<file path="src/rtl/regfile_mp_if.sv">
// regfile_mp_if: write/read bus of regfile_mp (two write ports, two registered read ports)
// Ports: we0/waddr0/wdata0 and we1/waddr1/wdata1 write; raddr0/raddr1 in, rdata0/rdata1 out
interface regfile_mp_if #(
  parameter int WIDTH = 16,
  parameter int AW = 3
);
  logic             we0;
  logic [AW-1:0]    waddr0;
  logic [WIDTH-1:0] wdata0;
  logic             we1;
  logic [AW-1:0]    waddr1;
  logic [WIDTH-1:0] wdata1;
  logic [AW-1:0]    raddr0;
  logic [AW-1:0]    raddr1;
  logic [WIDTH-1:0] rdata0;
  logic [WIDTH-1:0] rdata1;
  modport master (
    output we0, waddr0, wdata0, we1, waddr1, wdata1, raddr0, raddr1,
    input  rdata0, rdata1
  );
  modport slave (
    input  we0, waddr0, wdata0, we1, waddr1, wdata1, raddr0, raddr1,
    output rdata0, rdata1
  );
endinterface

</file>
<file path="src/rtl/regfile_mp.sv">
// regfile_mp: 2-write/2-read register file, write-first registered reads, optional zero register
// Ports: clk, reset (async, active-high), bus (regfile_mp_if.slave: write ports 0/1, read ports 0/1)
module regfile_mp #(
  parameter int WIDTH = 16,
  parameter int DEPTH = 8,
  parameter bit ZERO_REG = 1'b0
) (
  input logic        clk,
  input logic        reset,
  regfile_mp_if.slave bus
);
  localparam int AW = $clog2(DEPTH);
  logic [WIDTH-1:0] r_mem [DEPTH];
  logic [WIDTH-1:0] r_rd0, r_rd1, w_rd0, w_rd1;
  logic             w_we0, w_we1;
  // writes to the hard-wired zero register are dropped entirely, so they never bypass either
  assign w_we0 = bus.we0 && !(ZERO_REG && bus.waddr0 == '0);
  assign w_we1 = bus.we1 && !(ZERO_REG && bus.waddr1 == '0);
  // write-first: port 1 write beats port 0 write beats stored value
  always_comb begin
    w_rd0 = (ZERO_REG && bus.raddr0 == '0) ? '0 :
            (w_we1 && bus.waddr1 == bus.raddr0) ? bus.wdata1 :
            (w_we0 && bus.waddr0 == bus.raddr0) ? bus.wdata0 : r_mem[bus.raddr0];
    w_rd1 = (ZERO_REG && bus.raddr1 == '0) ? '0 :
            (w_we1 && bus.waddr1 == bus.raddr1) ? bus.wdata1 :
            (w_we0 && bus.waddr0 == bus.raddr1) ? bus.wdata0 : r_mem[bus.raddr1];
  end
  always_ff @(posedge clk or posedge reset)
    if (reset) begin
      for (int i = 0; i < DEPTH; i++) r_mem[i] <= '0;
      r_rd0 <= '0;
      r_rd1 <= '0;
    end else begin
      for (int i = 0; i < DEPTH; i++)
        if (w_we1 && bus.waddr1 == AW'(i)) r_mem[i] <= bus.wdata1;
        else if (w_we0 && bus.waddr0 == AW'(i)) r_mem[i] <= bus.wdata0;
      r_rd0 <= w_rd0;
      r_rd1 <= w_rd1;
    end
  assign bus.rdata0 = r_rd0;
  assign bus.rdata1 = r_rd1;
endmodule

</file>
<file path="src/flat_wrapper.sv">
// flat-port wrapper written by rule: the top's interface ports become plain ports
module regfile_mp_flat 
#(
  parameter int WIDTH = 16,
  parameter int DEPTH = 8,
  parameter bit ZERO_REG = 1'b0
)
  (clk, reset, bus_we0, bus_waddr0, bus_wdata0, bus_we1, bus_waddr1, bus_wdata1, bus_raddr0, bus_raddr1, bus_rdata0, bus_rdata1);
  regfile_mp_if #(.WIDTH(WIDTH), .AW(3)) bus_i ();
  input logic clk;
  input logic reset;
  input wire logic [$bits(bus_i.we0)-1:0] bus_we0;
  input wire logic [$bits(bus_i.waddr0)-1:0] bus_waddr0;
  input wire logic [$bits(bus_i.wdata0)-1:0] bus_wdata0;
  input wire logic [$bits(bus_i.we1)-1:0] bus_we1;
  input wire logic [$bits(bus_i.waddr1)-1:0] bus_waddr1;
  input wire logic [$bits(bus_i.wdata1)-1:0] bus_wdata1;
  input wire logic [$bits(bus_i.raddr0)-1:0] bus_raddr0;
  input wire logic [$bits(bus_i.raddr1)-1:0] bus_raddr1;
  output wire logic [$bits(bus_i.rdata0)-1:0] bus_rdata0;
  output wire logic [$bits(bus_i.rdata1)-1:0] bus_rdata1;
  assign bus_i.we0 = bus_we0;
  assign bus_i.waddr0 = bus_waddr0;
  assign bus_i.wdata0 = bus_wdata0;
  assign bus_i.we1 = bus_we1;
  assign bus_i.waddr1 = bus_waddr1;
  assign bus_i.wdata1 = bus_wdata1;
  assign bus_i.raddr0 = bus_raddr0;
  assign bus_i.raddr1 = bus_raddr1;
  assign bus_rdata0 = bus_i.rdata0;
  assign bus_rdata1 = bus_i.rdata1;
  regfile_mp #(.WIDTH(WIDTH), .DEPTH(DEPTH), .ZERO_REG(ZERO_REG)) u_core (.clk(clk), .reset(reset), .bus(bus_i));
endmodule
</file>
<file path="config.mk">
export PLATFORM = sky130hd
export DESIGN_NAME = regfile_mp_flat
export DESIGN_NICKNAME = d
export VERILOG_FILES = /design/src/rtl/regfile_mp_if.sv /design/src/rtl/regfile_mp.sv /design/src/flat_wrapper.sv
export SDC_FILE = /design/constraint.sdc
export NUM_CORES = 1
export LEC_CHECK = 0
export ABC_AREA = 0
export BUFFER_PORTS_ARGS = -buffer_cell sky130_fd_sc_hd__buf_4
export CAP_MARGIN = 20
export CORE_ASPECT_RATIO = 1.25
export CORE_MARGIN = 2
export CORE_UTILIZATION = 65
export CTS_BUF_LIST = sky130_fd_sc_hd__clkbuf_16
export CTS_CLUSTER_DIAMETER = 80
export CTS_CLUSTER_SIZE = 16
export DETAILED_ROUTE_END_ITERATION = 6
export PLACE_DENSITY = 0.87
export SETUP_SLACK_MARGIN = 0.5
export SYNTH_ARGS = -nofsm -noshare
export SYNTH_HDL_FRONTEND = slang
export SYNTH_SLANG_ARGS = --single-unit
</file>
<file path="constraint.sdc">
create_clock -name clk -period 8.23 [get_ports clk]
set_clock_uncertainty 0.2 [all_clocks]
set_input_delay 0.4115 -clock clk [delete_from_list [all_inputs] [get_ports clk]]
set_output_delay 0.4115 -clock clk [all_outputs]
set_load 0.05 [all_outputs]
</file>
==> results.md <==
* Ys Warns at 0
* Vias in the first global route at 7663
* CP Launch Type: input pin
* Worst skew pair latency at 440 ps
* Worst path bufs/invs at 1
* Largest net degree at the start of global routing at 93
* Synth Cell Area at 9888 sq um
* Gpl congestion at 0.8250
* Crit path kind: input pin to flop
* Worst hold path class: input pin to flop
* Sequential Area at 4004 sq um
* Crit path DAT at 2490 ps
* Multi-input gate area at 5333 sq um
* Worst EP required at 8330 ps
* Fmax at 0.4182 GHz
* CP cell instances: buf_4 > xnor2_1 > nand4_2 > mux2i_1 > o21ai_1
* Main combinational cell family by area after synthesis: multiplexers
* Area delta synth->final at 9.907%
* Crit-path max cell delay at 830 ps
* Crit share post-route at 29.05%
* VDD IR-drop max at 0.1552 mV
* Vias at 7423
* Minimum clock period at 2391 ps
* Setup WS post-layout at 5839 ps
* Synthesized-area fraction occupied by adder cells at 0%
* Avg WL per Cell at 24.17 um
* CTS tree: built
* Hold depth at 3
* Hold path startpoint: bus_wdata1[13]
* Post-CTS setup buffers at 0
* Die Ht at 141.9 um
* Simple-Gate Fraction of Synth Area at 8.111%
* Core ar. at 14950 sq um
* Crit path max fanout at 34
* Setup-failing EPs final at 0
* Die area at 16220 sq um
* Ant diodes at 0
* Setup tns final at 0 ps
* CP Launch Point: bus_raddr1[2]
* R2R Setup Slk at 6300 ps
* Leakage power at 4.958 nW
* Resize count post-CTS at 0
* Cells on worst reg2reg path at 4
* Netlist cell types at 30
* Synthesized area per cell at 11.25 sq um
* Slew Limit Headroom at 29.79%
* Global-route wire length before repair at 40.87 mm
* Compound-Gate Fraction of Synth Area at 8.098%
* Share of layout cells above drive strength 1 at 19.98%
* R2r startpoint: u_core.r_mem[115]
* Total power at 0.002658 W
* Worst Tran Pin Value at 1051 ps
* Max-cap violation count at 0
* PwrDens at 244.5 nW/um^2
* Cells after synthesis at 879
* Outcome: complete, no violations
* Hold-fix buffers, CTS at 1
* Setup WS pre-CTS at 5496 ps
* Global route total overflow at 0
* Global-route usage over all layers at 33.90%
* Top-Level Pins at 80
* RR Endpoint: u_core.bus.rdata1[3]
* Chip width at 114.3 um
* RSZ-0062 raised after global routing: false
* Vias per cell at 6.854
* # fillers at 985
* Hold slack at 69.95 ps
* Initial antenna violation count at 0
* H-Tree Depth at 4
* Clock Sinks at 160
* TritonCTS Buffers at 17
* Slowest stage cell, crit path: nand4_2
* Count of final max-slew check failures at 0
* Clock root buffer: clkbuf_16
* Initial Util at 66.13%
* Final net count at 939
* Syn_nets at 927
* Mux cell area share after synthesis at 36.29%
* Hold path endpoint: u_core.bus.rdata1[13]
* Clock buffer depth at 2
* Rows at 50
* Critical path endpoint category: flop
* Final hold violation count at 0
* Pre-antenna DRT Iters at 5
* Reg clk slew, reported paths at 60 ps
* 1st-iter DRT viols at 820
* Post-Route WL at 26.17 mm
* Seq/Total Area, Yosys at 40.49%
* Seq cells post-synth at 160
* Port-buffer cells at 79
* XOR/XNOR Fraction of Synth Area at 1.063%
* Post-DP HPWL at 14.95 mm
* DRC at 0
* Layout Utilization at 72.69%
* Number of routed nets with antenna violations at 0
* CP top delay family: simple AND/OR/NAND/NOR gates
## kinds of logic (layout without fill, tap and decap cells)
logic type      count (synthesis)  count (layout)
mux                           256             256
simple gates                  184             184
compound gates                160             160
flops                         160             160
buf+inv                       107             129
xor+xnor                       12              12
## synthesized netlist by cell type
cell | count | share of area, %
dfrtp_1 | 160 | 40
mux2i_1 | 160 | 16
nand2_1 | 98 | 3.7
a21oi_1 | 64 | 3.2
nor2_1 | 64 | 2.4
o21ai_0 | 56 | 2.8
clkbuf_1 | 49 | 1.9
mux4_1 | 48 | 13
o21ai_1 | 40 | 2.0
mux2_2 | 32 | 3.6
buf_2 | 30 | 1.5
mux4_2 | 14 | 3.2
xnor2_1 | 12 | 1.1
buf_4 | 10 | 0.76
buf_6 | 8 | 0.91
nand4b_1 | 6 | 0.53
buf_1 | 4 | 0.15
nor3b_1 | 4 | 0.30
buf_12 | 3 | 0.61
and4_1 | 2 | 0.18
clkbuf_2 | 2 | 0.10
mux4_4 | 2 | 0.51
nand4_1 | 2 | 0.13
nand4_2 | 2 | 0.25
nor3_1 | 2 | 0.10
inv_1 | 1 | 0.038
nand2b_1 | 1 | 0.063
nand2b_4 | 1 | 0.14
nor3_2 | 1 | 0.10
nor3_4 | 1 | 0.16
## how the worst max path moves through the flow
stage	endpoint	slack (ps)	cells after the start
after floorplan	u_core.bus.rdata0[0]	3300	1
after global placement	u_core.bus.rdata0[15]	5580	4
after detailed placement	u_core.bus.rdata1[14]	5500	5
after CTS	u_core.r_mem[11]	5860	4
after global routing	u_core.r_mem[68]	5630	4
final	u_core.bus.rdata1[4]	5840	5
## power breakdown
group	total [W]	internal, W	switching (W)
clock network	0.000733	0.000431	0.000302
registers	0.00111	0.000975	0.000134
logic	0.000816	0.000369	0.000446
## metrics by stage
stage               instance area, sq um  std cells
CTS                                10870       1083
finish                             10870       1083
global route                       10870       1083
floorplan                           9888        879
global placement                   10300       1052
detailed placement                 10330       1053
## worst reg2reg max path, stage by stage, from the launching register on
cell	delay (ps)
dfrtp_1	410
mux4_4	620
mux2_2	310
mux2i_1	170
o21ai_1	100
## placed cells by master, fill, tap and decap left out, types with 4 or more instances in the layout
master | synthesis | layout
nand4b_1 | 6 | 6
o21ai_1 | 40 | 40
mux2_2 | 32 | 32
clkinv_1 | 0 | 6
mux4_1 | 48 | 48
xnor2_1 | 12 | 12
o21ai_0 | 56 | 56
dfrtp_1 | 160 | 160
buf_4 | 10 | 97
clkbuf_16 | 0 | 17
mux2i_1 | 160 | 160
a21oi_1 | 64 | 64
nor2_1 | 64 | 64
mux4_2 | 14 | 14
nor3b_2 | 0 | 4
nand2_1 | 98 | 98
## routing by layer
metal / vias to the layer above / GRT usage, % / wire, um
met1: 3651 / 41.01 / 9523
met2: 440 / 56.11 / 13190
met5: - / 0 / 0
li1: 3220 / - / -
met3: 112 / 6.792 / 2107
met4: 0 / 20.47 / 1348
## state kept, by name (all words and copies together), names as in the netlist
register           count
u_core.r_mem         128
u_core.bus.rdata0     16
u_core.bus.rdata1     16
## area by class of cell
class / instances / area share, %
clock inverters: 12 / 0.9556
clock buffers: 17 / 3.914
multi-input cells: 612 / 49.07
flip-flops and latches: 160 / 36.84
repair buffers: 99 / 7.046
well taps: 182 / 2.095
inverters: 1 / 0.08059
No activity file was read; power rests on OpenSTA's default activity.
